`config.mk`:
```
export PLATFORM = sky130hd
export DESIGN_NAME = sseg_serial_driver_flat
export DESIGN_NICKNAME = d
export VERILOG_FILES = /design/src/rtl/sseg_serial_driver_if.sv /design/src/rtl/sseg_serial_driver.sv /design/src/flat_wrapper.sv
export SDC_FILE = /design/constraint.sdc
export NUM_CORES = 1
export LEC_CHECK = 0
export ABC_AREA = 0
export CORE_MARGIN = 1.5
export CORE_UTILIZATION = 47
export CTS_BUF_LIST = sky130_fd_sc_hd__clkbuf_8
export DETAILED_ROUTE_END_ITERATION = 7
export MAX_ROUTING_LAYER = met4
export PLACE_DENSITY_LB_ADDON = 0.08
export SYNTH_ARGS = -nofsm -noshare
export SYNTH_HDL_FRONTEND = slang
export SYNTH_SLANG_ARGS = --single-unit
```
`constraint.sdc`:
```
create_clock -name clk -period 3.1 [get_ports clk]
set_input_delay 0.775 -clock clk [delete_from_list [all_inputs] [get_ports clk]]
set_output_delay 0.775 -clock clk [all_outputs]
set_load 0.01 [all_outputs]
```
`src/rtl/sseg_serial_driver_if.sv`:
```
// CPU-side request/status and serial chain signals
// of the seven-segment serial driver.
interface sseg_serial_driver_if #(
  parameter int DIGITS = 8
);
  logic                  start;
  logic [4*DIGITS-1:0]   hexs;
  logic [DIGITS-1:0]     points;
  logic [DIGITS-1:0]     LEs;
  logic [DIGITS-1:0]     blink;
  logic                  raw_mode;
  logic [8*DIGITS-1:0]   raw_seg;
  logic                  sclk;
  logic                  sclrn;
  logic                  sout;
  logic                  EN;
  logic                  busy;
  logic                  done;

  modport master (
    output start, hexs, points, LEs, blink,
    output raw_mode, raw_seg,
    input  sclk, sclrn, sout, EN, busy, done
  );

  modport slave (
    input  start, hexs, points, LEs, blink,
    input  raw_mode, raw_seg,
    output sclk, sclrn, sout, EN, busy, done
  );
endinterface

```
`src/rtl/sseg_serial_driver.sv`:
```
// Seven-segment serial driver: encodes DIGITS bytes
// and shifts them out to an external shift chain.
module sseg_serial_driver #(
  parameter int DIGITS       = 8,
  parameter int CLK_DIV      = 2,
  parameter int REFRESH      = 0,
  parameter int BLINK_FRAMES = 16
) (
  input  logic                clk,
  input  logic                rst,
  sseg_serial_driver_if.slave bus
);

  localparam int NB = 8 * DIGITS;
  localparam int DW = (CLK_DIV > 1) ? $clog2(CLK_DIV) : 1;
  localparam int BW = $clog2(NB + 1);
  localparam int RW = (REFRESH > 0) ? $clog2(REFRESH + 1) : 1;
  localparam int FW = $clog2(BLINK_FRAMES + 1);

  localparam logic [DW-1:0] DIV_LAST  = DW'(CLK_DIV - 1);
  localparam logic [BW-1:0] BIT_ALL   = BW'(NB);
  localparam logic [RW-1:0] IDLE_LAST =
    RW'((REFRESH > 0) ? REFRESH - 1 : 0);
  localparam logic [FW-1:0] FRM_LAST  = FW'(BLINK_FRAMES - 1);

  typedef enum logic [1:0] {
    IDLE, LOAD, SHIFT, LATCH
  } state_t;

  state_t        state, state_nxt;
  logic [DW-1:0] div_cnt;
  logic [BW-1:0] bit_cnt;
  logic [RW-1:0] idle_cnt;
  logic [FW-1:0] frm_cnt;
  logic          phase;
  logic          half;
  logic [NB-1:0] shreg;
  logic [NB-1:0] frame;
  logic          tick;
  logic          last_bit;
  logic          go;
  logic          sclk_q, sclrn_q, sout_q;
  logic          en_q, busy_q, done_q;

  function automatic logic [7:0] hex7(input logic [3:0] h);
    logic [7:0] b;
    unique case (h)
      4'h0: b = 8'hC0;
      4'h1: b = 8'hF9;
      4'h2: b = 8'hA4;
      4'h3: b = 8'hB0;
      4'h4: b = 8'h99;
      4'h5: b = 8'h92;
      4'h6: b = 8'h82;
      4'h7: b = 8'hF8;
      4'h8: b = 8'h80;
      4'h9: b = 8'h90;
      4'hA: b = 8'h88;
      4'hB: b = 8'h83;
      4'hC: b = 8'hC6;
      4'hD: b = 8'hA1;
      4'hE: b = 8'h86;
      4'hF: b = 8'h8E;
    endcase
    return b;
  endfunction

  always_comb begin
    frame = '0;
    for (int i = 0; i < DIGITS; i++) begin
      if (bus.raw_mode)
        frame[8*i+:8] = bus.raw_seg[8*i+:8];
      else if (bus.LEs[i] || (bus.blink[i] && phase))
        frame[8*i+:8] = 8'hFF;
      else begin
        frame[8*i+:8] = hex7(bus.hexs[4*i+:4]);
        if (bus.points[i])
          frame[8*i+7] = 1'b0;
      end
    end
  end

  always_comb begin
    tick      = (div_cnt == DIV_LAST);
    last_bit  = (bit_cnt == BIT_ALL);
    go        = bus.start ||
                ((REFRESH > 0) && (idle_cnt == IDLE_LAST));
    state_nxt = state;
    unique case (state)
      IDLE:    if (go) state_nxt = LOAD;
      LOAD:    state_nxt = SHIFT;
      SHIFT:   if (tick && !half && last_bit)
                 state_nxt = LATCH;
      LATCH:   if (tick) state_nxt = IDLE;
      default: state_nxt = IDLE;
    endcase
  end

  always_ff @(posedge clk or posedge rst) begin
    if (rst) state <= IDLE;
    else     state <= state_nxt;
  end

  always_ff @(posedge clk or posedge rst) begin
    if (rst) begin
      sclk_q   <= 1'b1;
      sout_q   <= 1'b1;
      en_q     <= 1'b1;
      busy_q   <= 1'b0;
      done_q   <= 1'b0;
      sclrn_q  <= 1'b0;
      div_cnt  <= '0;
      bit_cnt  <= '0;
      idle_cnt <= '0;
      frm_cnt  <= '0;
      phase    <= 1'b0;
      half     <= 1'b0;
      shreg    <= '0;
    end else begin
      sclrn_q <= 1'b1;
      done_q  <= 1'b0;
      unique case (state)
        IDLE: begin
          if (go)
            idle_cnt <= '0;
          else if (REFRESH > 0)
            idle_cnt <= idle_cnt + 1'b1;
        end
        LOAD: begin
          shreg   <= frame;
          busy_q  <= 1'b1;
          en_q    <= 1'b0;
          // first SHIFT edge drops sclk at once
          div_cnt <= DIV_LAST;
          half    <= 1'b0;
          bit_cnt <= '0;
        end
        SHIFT: begin
          if (!tick)
            div_cnt <= div_cnt + 1'b1;
          else begin
            div_cnt <= '0;
            if (half) begin
              sclk_q  <= 1'b1;
              half    <= 1'b0;
              bit_cnt <= bit_cnt + 1'b1;
            end else if (!last_bit) begin
              sclk_q <= 1'b0;
              sout_q <= shreg[NB-1];
              shreg  <= {shreg[NB-2:0], 1'b0};
              half   <= 1'b1;
            end
          end
        end
        LATCH: begin
          if (!tick)
            div_cnt <= div_cnt + 1'b1;
          else begin
            div_cnt <= '0;
            en_q    <= 1'b1;
            busy_q  <= 1'b0;
            done_q  <= 1'b1;
            if (frm_cnt == FRM_LAST) begin
              frm_cnt <= '0;
              phase   <= ~phase;
            end else
              frm_cnt <= frm_cnt + 1'b1;
          end
        end
        default: ;
      endcase
    end
  end

  assign bus.sclk  = sclk_q;
  assign bus.sclrn = sclrn_q;
  assign bus.sout  = sout_q;
  assign bus.EN    = en_q;
  assign bus.busy  = busy_q;
  assign bus.done  = done_q;

endmodule

```
`src/flat_wrapper.sv`:
```
// flat-port wrapper written by rule: the top's interface ports become plain ports
module sseg_serial_driver_flat 
#(
  parameter int DIGITS       = 8,
  parameter int CLK_DIV      = 2,
  parameter int REFRESH      = 0,
  parameter int BLINK_FRAMES = 16
)
  (clk, rst, bus_start, bus_hexs, bus_points, bus_LEs, bus_blink, bus_raw_mode, bus_raw_seg, bus_sclk, bus_sclrn, bus_sout, bus_EN, bus_busy, bus_done);
  sseg_serial_driver_if #(.DIGITS(DIGITS)) bus_i ();
  input  logic clk;
  input  logic rst;
  input wire logic [$bits(bus_i.start)-1:0] bus_start;
  input wire logic [$bits(bus_i.hexs)-1:0] bus_hexs;
  input wire logic [$bits(bus_i.points)-1:0] bus_points;
  input wire logic [$bits(bus_i.LEs)-1:0] bus_LEs;
  input wire logic [$bits(bus_i.blink)-1:0] bus_blink;
  input wire logic [$bits(bus_i.raw_mode)-1:0] bus_raw_mode;
  input wire logic [$bits(bus_i.raw_seg)-1:0] bus_raw_seg;
  output wire logic [$bits(bus_i.sclk)-1:0] bus_sclk;
  output wire logic [$bits(bus_i.sclrn)-1:0] bus_sclrn;
  output wire logic [$bits(bus_i.sout)-1:0] bus_sout;
  output wire logic [$bits(bus_i.EN)-1:0] bus_EN;
  output wire logic [$bits(bus_i.busy)-1:0] bus_busy;
  output wire logic [$bits(bus_i.done)-1:0] bus_done;
  assign bus_i.start = bus_start;
  assign bus_i.hexs = bus_hexs;
  assign bus_i.points = bus_points;
  assign bus_i.LEs = bus_LEs;
  assign bus_i.blink = bus_blink;
  assign bus_i.raw_mode = bus_raw_mode;
  assign bus_i.raw_seg = bus_raw_seg;
  assign bus_sclk = bus_i.sclk;
  assign bus_sclrn = bus_i.sclrn;
  assign bus_sout = bus_i.sout;
  assign bus_EN = bus_i.EN;
  assign bus_busy = bus_i.busy;
  assign bus_done = bus_i.done;
  sseg_serial_driver #(.DIGITS(DIGITS), .CLK_DIV(CLK_DIV), .REFRESH(REFRESH), .BLINK_FRAMES(BLINK_FRAMES)) u_core (.clk(clk), .rst(rst), .bus(bus_i));
endmodule
```
==> impl_metrics.json, run 1 <==
{
  "firstDrtPassIters": 5,
  "synth-main-ff-cell": "dfrtp_1",
  "critical_path.top_delay_family": "buffers and inverters",
  "fin_skew_ns": 0.0128,
  "synth_compound_area_share_pct": 23.8,
  "syn-num-nets": 920,
  "crit_path_top_delay_cell": "clkdlybuf4s50_1",
  "portBuffers": 129,
  "tns_ns": 0,
  "fillerInstances": 1268,
  "cp_num_buf_inv": 2,
  "synth_cell_type_count": 56,
  "fin_crit_ns": 2.41,
  "seq_area_sq_um": 2180,
  "antenna_found_initial": 0,
  "num_vias": 6109,
  "internal_power_mw": 3.33,
  "io_pins": 130,
  "min_period_over_period_pct": 77.6,
  "die_w_um": 124,
  "powerDensity_nw_per_um2": 695,
  "drc": 0,
  "start_kind": "primary input",
  "gr-total-overflow": 0,
  "synthXorXnorAreaFrac_pct": 0.511,
  "critical_path.max_fanout": 7,
  "path_cells": "clkdlybuf4s50_1 -> inv_1 -> ha_1 -> mux2_2 -> a221oi_1 -> nor2_1 -> a221o_1",
  "fmax_mhz": 416,
  "fin_nets": 1017,
  "ys_warn_count": 0,
  "path_clk_slew_ns": 0.09,
  "drive_gt1_share_pct": 11.1,
  "finalWeightedCongestion": 0.905,
  "stdcell_count": 1015,
  "clock-root-buffer": "clkbuf_8",
  "syn_area_sq_um": 6860,
  "synth_mux_area_share_pct": 10.3,
  "dieHeight_um": 124,
  "clock-sinks": 87,
  "dp_slack_ns": 0.309,
  "synth_fa_ha_area_share_pct": 11.5,
  "ctsHoldBuffers": 0,
  "cp.arrival_ns": 2.66,
  "combPwrFrac_pct": 51.0,
  "cp_slowest_stage_delay_ns": 0.61,
  "routedWlPerCell_um": 18.2,
  "grt_pass1_wl_um": 30000,
  "fin_ws_ns": 0.695,
  "design_power_total_mw": 5.83,
  "rows": 43,
  "maxSlewViolCount": 0,
  "cts_buffer_depth": 2,
  "max_slew_margin_pct": 37.8,
  "grt_max_degree": 58,
  "dieArea_sq_um": 15300,
  "synth-simple-area-share_pct": 14.8,
  "synth_edf_count": 0,
  "multi_input_area_sq_um": 4190,
  "rsz0062_at_grt": "no",
  "dp_hpwl_um": 13100,
  "finalSetupViolCount": 0,
  "ys_async_sr_fraction_pct": 100,
  "post_cts_buffers": 0,
  "wl_um": 18500,
  "antenna_left": 0,
  "cts_inserted_buffers": 9,
  "grt_use_total_pct": 25.6,
  "area_growth_pct": 22.3,
  "cts_resized": 0,
  "htreeDepth": 3,
  "dpl.cell_count": 999,
  "maxCapViolCount": 0,
  "grt_pass1_vias": 6006,
  "antenna_cells": 0,
  "core_sq_um": 14000,
  "worstPathRequired_ns": 3.35,
  "syn_inst": 733,
  "final_hold_viol_count": 0,
  "synth-seq-cells": 87,
  "start_util_pct": 48.8,
  "sw_frac_of_total_pct": 42.8,
  "endpoint_kind": "flop",
  "tightest_slew_ns": 0.932,
  "p_leak_nw": 3.58,
  "pwr-share-seq_pct": 35.3,
  "clkLatencyLatePin_ns": 0.36,
  "first_iter_violations": 459,
  "syn_area_per_cell_sq_um": 9.35,
  "ys_seq_area_share_pct": 31.8,
  "p_sw_mw": 2.49,
  "min_path_type": "reg2reg",
  "pwr-share-clk_pct": 13.6,
  "worstSetupPathType": "in2reg",
  "cts_tree": "yes",
  "hold_ws_ns": 0.468,
  "via_per_inst": 6.02,
  "ir_drop_v": 0.000515,
  "synth_top_family_by_area": "compound AO/OA/AOI/OAI gates",
  "status": "finished, final reports clean"
}
-- area by class of cell --
| type | count | share of cell area (%) |
|---|---|---|
| clock inverter | 7 | 0.895 |
| multi-input combinational | 544 | 49.9 |
| sequential | 87 | 26.0 |
| clock buffer | 9 | 1.48 |
| timing repair buffer | 141 | 16.9 |
| inverter | 47 | 2.12 |
| tap | 180 | 2.69 |
-- cell families after synthesis --
kind of cell               after synthesis
adders and majority gates               63
xor gates and xnor gates                 4
muxes                                   58
DFF                                     87
buffers and inverters                  102
other                                    1
AOI/OAI and AO/OA                      219
and+or+nand+nor                        199
-- layer usage --
| layer | global-route usage [%] | part of all wire [%] | vias to the layer above |
|---|---|---|---|
| li1 | - | - | 2920 |
| met1 | 34.3 | 46 | 2954 |
| met2 | 41.4 | 47 | 215 |
| met3 | 2.11 | 5.7 | 20 |
| met4 | 8.12 | 1.5 | 0 |
| met5 | - | 0 | - |
-- state kept, by name, summed over array words and instances (netlist names) --
register / cells
u_core.shreg: 64
u_core.div_cnt: 1
u_core.frm_cnt: 5
u_core.bit_cnt: 7
u_core.bus.sout: 1
u_core.bus.done: 1
u_core.half: 1
u_core.bus.sclrn: 1
u_core.bus.busy: 1
u_core.state: 2
u_core.bus.sclk: 1
u_core.phase: 1
u_core.bus.EN: 1
-- Yosys cell counts (3+ instances only) --
master	count	area share (%)
o211ai_1	14	1.5
nor3_2	10	1.5
clkbuf_1	19	1.0
a31oi_1	21	1.9
mux2i_1	31	4.5
a221oi_1	8	1.0
o221a_2	8	1.3
mux4_2	8	2.6
o22ai_1	3	0.27
nand2b_1	9	0.82
nand3_1	47	3.4
a31o_2	3	0.38
dfrtp_1	84	31
nor2_1	23	1.3
a21oi_1	31	2.3
nor3_1	20	1.5
buf_6	8	1.3
inv_1	46	2.5
o221ai_1	18	2.3
mux2_2	19	3.1
dfstp_2	3	1.1
a22o_1	4	0.51
buf_2	23	1.7
a211oi_1	8	0.88
o21ai_0	40	2.9
nor2b_1	18	1.6
a211o_1	14	1.8
a221o_1	29	4.2
nand2_1	61	3.3
a22oi_1	4	0.44
or2_2	3	0.27
ha_1	63	11
-- power by group through the flow --
stage	Combinational [mW]	Sequential [mW]	Clock, mW
after CTS	2.98	2.05	0.809
final	2.97	2.06	0.795
after global routing	3.32	2.12	0.852
after global placement	2.88	2.05	0
after detailed placement	2.97	2.06	0
after floorplan	2.29	1.94	0
-- through the flow --
step           utilization (%)  cell area (sq um)
6_report                  59.7               8390
3_5_place_dp              58.3               8190
4_1_cts                   59.7               8390
2_1_floorplan                -               6860
3_3_place_gp              58.3               8190
5_1_grt                   59.7               8390
-- placed cells by master, fill, tap and decap left out, types with 4 or more instances in the layout --
cell,Yosys,routed
o221ai_1,18,18
a211oi_1,8,8
mux4_2,8,8
nand2_1,61,61
buf_4,2,9
nor2_1,23,23
nor2b_1,18,17
dfrtp_1,84,84
o211ai_1,14,14
mux2_2,19,19
inv_1,46,46
o221a_2,8,8
ha_1,63,62
nand3_1,47,47
a221o_1,29,29
a21oi_1,31,31
clkbuf_8,2,9
clkdlybuf4s50_1,0,129
a221oi_1,8,8
nor3_1,20,20
nor3_2,10,10
a211o_1,14,14
o21ai_0,40,40
a22oi_1,4,4
mux2i_1,31,31
a22o_1,4,4
a31oi_1,21,21
nand2b_1,9,9
-- path summary, 6_finish.rpt --
path | start | slack (ns) | endpoint | cells after the start
worst max-delay path | bus_hexs[16] | 0.69 | u_core.shreg[38] | 7
worst min-delay path | u_core.bus.sout | 0.47 | u_core.bus.sout | 2
worst max register to register | u_core.state[0] | 0.79 | u_core.shreg[52] | 6
worst min register to register | u_core.bus.sout | 0.47 | u_core.bus.sout | 2
max in group asynchronous | rst | 1.57 | u_core.bus.EN | 3
min in group asynchronous | rst | 0.84 | u_core.shreg[52] | 2
-- worst reg2reg max path: stages, from the launching register on --
cell and delay [ns]:
dfrtp_1 0.41, inv_1 0.11, ha_2 0.43, inv_1 0.10, nand2_1 0.42, nand2_2 0.46, a31oi_1 0.29
Note: power is estimated with default switching activity, not from simulation.
==> inputs of run 2 (changes only) <==
==> constraint.sdc (replaced) <==
create_clock -name clk -period 2.1 [get_ports clk]
set_input_delay 0.525 -clock clk [delete_from_list [all_inputs] [get_ports clk]]
set_output_delay 0.525 -clock clk [all_outputs]
set_load 0.01 [all_outputs]
==> run 2 against run 1 <==
  * Critical path depth rose by 1
  * Final cell count up 8.1%
  * Routed wire length is 6.5% higher
  * Sequential power is 46% higher
  * Clock skew decreased by 0.00077 ns
  * Die area unchanged
  * Count of clock-buffer cells in the layout rose by 1
  * Largest power group unchanged
  * Highest routed layer unchanged
==> impl_metrics.json, run 2 (synthesized netlist as in run 1, its figures left out) <==
{
  "status": "finished, final reports clean",
  "grt_max_degree": 88,
  "start_util_pct": 48.8,
  "die_w_um": 124,
  "antenna_found_initial": 0,
  "clock-root-buffer": "clkbuf_8",
  "rows": 43,
  "grt_pass1_wl_um": 31100,
  "cp.arrival_ns": 2.27,
  "dp_hpwl_um": 14400,
  "r2r-start": "u_core.state[0]",
  "seq_area_sq_um": 2180,
  "min_period_over_period_pct": 96.9,
  "reg2reg_depth": 8,
  "path_clk_slew_ns": 0.09,
  "fin_nets": 1099,
  "firstDrtPassIters": 7,
  "final_cell_mix": "clkdlybuf4s50_1 (129), buf_4 (86), dfrtp_1 (83)",
  "rsz0062_at_grt": "yes",
  "ir_drop_v": 0.000467,
  "io_pins": 130,
  "endpoint_kind": "flop",
  "fin_crit_ns": 2.04,
  "rr_endpoint": "u_core.shreg[8]",
  "finalSetupViolCount": 0,
  "dieArea_sq_um": 15300,
  "grt_pass1_vias": 6354,
  "powerDensity_nw_per_um2": 993,
  "portBuffers": 129,
  "fin_skew_ns": 0.0120,
  "htreeDepth": 3,
  "drive_gt1_share_pct": 19.4,
  "core_sq_um": 14000,
  "dieHeight_um": 124,
  "largest_reg_flops": 64,
  "top_regs": "u_core.shreg x64, u_core.bit_cnt x7, u_core.frm_cnt x5",
  "antenna_cells": 0,
  "cts_buffer_depth": 2,
  "fillerInstances": 1208,
  "cts_inserted_buffers": 9,
  "cts_tree": "yes",
  "antenna_left": 0,
  "min_path_type": "reg2reg",
  "start_kind": "flop",
  "cp-startpoint": "u_core.state[0]",
  "area_growth_pct": 32.0,
  "layout_commonest_cell": "clkdlybuf4s50_1",
  "routedWlPerCell_um": 17.9,
  "num_vias": 6472,
  "multi_input_area_sq_um": 4210,
  "final_hold_viol_count": 0,
  "clock-sinks": 87,
  "maxSlewViolCount": 0,
  "rrSetupSlack_ns": 0.06,
  "setup.worst_path.end": "u_core.shreg[8]",
  "drc": 0,
  "p_leak_nw": 3.99,
  "worstSetupPathType": "reg2reg",
  "wl_um": 19700,
  "fin_util_pct": 64.4,
  "finalWeightedCongestion": 0.944,
  "design_power_total_mw": 8.99,
  "worstPathRequired_ns": 2.33,
  "largest-register": "u_core.shreg",
  "clkLatencyLatePin_ns": 0.35,
  "first_iter_violations": 497,
  "maxCapViolCount": 0,
  "via_per_inst": 5.90,
  "gr-total-overflow": 0,
  "fmax_mhz": 491,
  "grt_use_total_pct": 26.4,
  "critical_path.max_fanout": 14,
  "tns_ns": 0
}
## run 2: cell types whose count changed in the layout (fill, tap and decap cells not counted), sizes merged
cell      delta
inv          +2
clkinv       -3
clkbuf       +1
clkinvlp     +1
buf         +81
nor2         +1
bufinv       -1
## run 2: cell type report
cell class              instances  area share [%]
clock buffers                  10            1.52
clock inverters                 6           0.498
inverters                      47            1.99
multi-input cells             545            46.5
flip-flops and latches         87            24.1
well taps                     180            2.49
repair buffers                222            22.9
## run 2: worst min-delay path by stage
stage,start,end,cells past startpoint
after floorplan,u_core.shreg[63],u_core.bus.sout,2
after global placement,u_core.shreg[63],u_core.bus.sout,2
after detailed placement,u_core.bus.sclk,u_core.bus.sclk,2
after CTS,u_core.bus.sclk,u_core.bus.sclk,2
after global routing,u_core.bus.sclk,u_core.bus.sclk,2
final,u_core.bus.sclk,u_core.bus.sclk,2
## run 2: critical path, cell delays in order (launching register included)
cell      delay, ns
dfrtp_1        0.41
inv_1          0.11
ha_2           0.29
nand2_2        0.11
a211oi_4       0.22
buf_4          0.21
buf_4          0.14
nor2_4         0.09
a221o_1        0.34
## run 2: stage by stage
| stage | hold WS [ns] | setup WS, ns | instances | cell area (sq um) |
|---|---|---|---|---|
| floorplan | 0.439 | 0.339 | 733 | 6860 |
| global placement | 0.457 | -0.193 | 1078 | 8820 |
| detailed placement | 0.462 | -0.253 | 1078 | 8820 |
| CTS | 0.475 | 0.0116 | 1094 | 9000 |
| global route | 0.496 | -0.0143 | 1097 | 9050 |
| finish | 0.472 | 0.0649 | 1097 | 9050 |
## run 2: power by group
part / internal (mW) / switching [mW] / leakage [nW]
clock network: 0.469 / 0.621 / 0.0907
logic: 2.18 / 2.72 / 2.86
registers: 2.49 / 0.517 / 1.04
## run 2: metal layers
metal  GRT usage [%]  share of wire [%]  vias to the layer above
met5               -                  0                        -
met4            5.24                1.1                        0
li1                -                  -                     3085
met2            43.6                 48                      222
met3            2.93                5.4                       15
met1            35.4                 45                     3150
## run 2: what timing repair did
action | in CTS | in global routing
setup endpoints to repair | 0 | 45
endpoints found under the hold margin | 0 | 0
resized for setup | 0 | 6
hold buffers | 0 | 0
buffers inserted | 0 | 2
==> RTL change, RTL diff (settings of run 1) <==
`CLK_DIV` is set to 2 in 2 places; all go to 4.
--- a/src/rtl/sseg_serial_driver.sv
+++ b/src/rtl/sseg_serial_driver.sv
@@ -2,7 +2,7 @@
 // and shifts them out to an external shift chain.
 module sseg_serial_driver #(
   parameter int DIGITS       = 8,
-  parameter int CLK_DIV      = 2,
+  parameter int CLK_DIV      = 4,
   parameter int REFRESH      = 0,
   parameter int BLINK_FRAMES = 16
 ) (
--- a/src/flat_wrapper.sv
+++ b/src/flat_wrapper.sv
@@ -2,7 +2,7 @@
 module sseg_serial_driver_flat 
 #(
   parameter int DIGITS       = 8,
-  parameter int CLK_DIV      = 2,
+  parameter int CLK_DIV      = 4,
   parameter int REFRESH      = 0,
   parameter int BLINK_FRAMES = 16
 )
Check against the original RTL: not equivalent (Yosys sat finds a counterexample within 10 cycles, from zero or initial values and one cycle with rst high).
==> RTL change against run 1 <==
Area after synthesis decreased by 0.66%. Clock skew down 0.0073 ns. Routed wire length fell by 2.8%. Sequential cell count grew 1. Cell area down 0.40%. Die area down 0.64%. Setup slack got worse by 0.089 ns. Sequential share of layout area is 0.40 points higher.
Power is not compared: it rests on default switching activity, and its combinational part moved more than twofold at a synthesized area within 25%.
==> RTL change: results (changes against run 1) <==
status completed (unchanged); RePlAce Congestion 0.939 (was 0.905); first-pass detailed-route iteration total 5 (unchanged); slew of the pin with the lowest slew margin 1.07 ns (was 0.932 ns); CP Data Arrival Time 2.77 ns (was 2.66 ns); Max IR drop VDD 169 uV; fraction of final layout cells sized beyond drive strength 1 0.0986 (was 0.111); nets 1025 (was 1017); setup slack, reg-to-reg 0.61 ns (was 0.79 ns); slowest cell on the critical path a311o_1 (was clkdlybuf4s50_1); Mapped Nets 925 (was 920); Initial DRC Count 437 (was 459); GRT Resource Usage Total 0.253 (was 0.256); synth top area cells dfrtp_1, ha_1, mux2i_1 (unchanged); clock skew 0.00547 ns (was 0.0128 ns); CTS Buf Count 9 (unchanged); worst r2r path cells 4 (was 6); critical path endpoint u_core.shreg[5]$_DFFE_PP0P_ (was u_core.shreg[38]$_DFFE_PP0P_); largest net degree at the start of global routing 89 (was 58); DP HPWL 12.8 mm (was 13.1 mm); vias in the first global route 5998 (was 6006); # fillers 1272 (was 1268); post-synthesis sequential area ratio 0.324 (was 0.318); top post-synthesis cells by count dfrtp_1, ha_1, nand2_1 (unchanged); # diodes 0 (unchanged); crit path max fanout 20 (was 7); WHS Path Cells 2 (unchanged); Worst path max stage delay 0.94 ns (was 0.61 ns); CTS Buffer Depth 2 (unchanged); first-pass GRT wire length 29.4 mm (was 30.0 mm); crit path launch u_core.bit_cnt[2]$_DFFE_PP0P_ (was bus_hexs[16]); FFs w/ async S/R, synth 1.00 (unchanged); Post-Route WL 18.0 mm (was 18.5 mm); vias per inst 5.95 (was 6.02); dominant synthesized flop cell dfrtp_1 (unchanged)
## RTL change: cell types whose count changed after synthesis, sizes merged, moves of 3 or more
cell and change:
a21o +6, nor2 +6, a211o -4, a21oi -4, buf -4, mux2 -3
nand3 -3, o221a +3
## RTL change: logic make-up (layout without fill, tap and decap cells)
logic type,after synthesis,count (layout),synth area share
multiplexers,56,56,0.0999
buffers and inverters,101,206,0.0693
AND/OR/NAND/NOR,204,204,0.144
other,1,1,0.000551
flip-flops,88,88,0.324
adder cells (fa/ha/maj),64,64,0.118
AO/OA/AOI/OAI,219,219,0.240
XOR/XNOR,4,4,0.00515
## RTL change: final cells by class
class,instances,share of cell area
Multi-Input combinational cell,548,0.497
Tap cell,180,0.0270
Inverter,48,0.0217
Sequential cell,88,0.264
Clock buffer,10,0.0165
Clock inverter,6,0.00419
Timing Repair Buffer,142,0.169
## RTL change: how the worst min path moves through the flow
stage                                  from                     endpoint  slack, ns
6_report        u_core.bus.sout$_DFFE_PP1P_  u_core.bus.sout$_DFFE_PP1P_       0.47
5_1_grt         u_core.bus.sout$_DFFE_PP1P_  u_core.bus.sout$_DFFE_PP1P_       0.50
4_1_cts        u_core.shreg[63]$_DFFE_PP0P_  u_core.bus.sout$_DFFE_PP1P_       0.48
3_5_place_dp   u_core.shreg[63]$_DFFE_PP0P_  u_core.bus.sout$_DFFE_PP1P_       0.46
3_3_place_gp   u_core.shreg[63]$_DFFE_PP0P_  u_core.bus.sout$_DFFE_PP1P_       0.45
2_1_floorplan  u_core.shreg[63]$_DFFE_PP0P_  u_core.bus.sout$_DFFE_PP1P_       0.44
## RTL change: metrics by stage
stage	std cells	worst slack, ns	hold WS [ns]	utilization	instance area, sq um
floorplan	737	0.0514	0.439	-	6810
global placement	1006	0.419	0.454	0.585	8180
detailed placement	1006	0.336	0.461	0.585	8180
CTS	1022	0.551	0.479	0.597	8350
global route	1022	0.379	0.496	0.597	8350
finish	1022	0.605	0.473	0.597	8350
## RTL change: critical path: cells and delay by family, from the launching register on
family | cells | cell delay (ns)
AOI/OAI and AO/OA | 2 | 1.18
DFF | 1 | 0.45
and+or+nand+nor | 2 | 0.77
## RTL change: metal layers
metal / vias up / track usage / share of wire
li1: 2939 / - / -
met1: 2927 / 0.338 / 0.46
met2: 186 / 0.400 / 0.47
met3: 28 / 0.0235 / 0.046
met4: 0 / 0.0977 / 0.023
met5: - / - / 0
## RTL change: power breakdown
part,switching (mW),internal [mW]
sequential,0.000197,1.15
combinational,0.221,0.254
clock,0.412,0.307
total,0.633,1.71
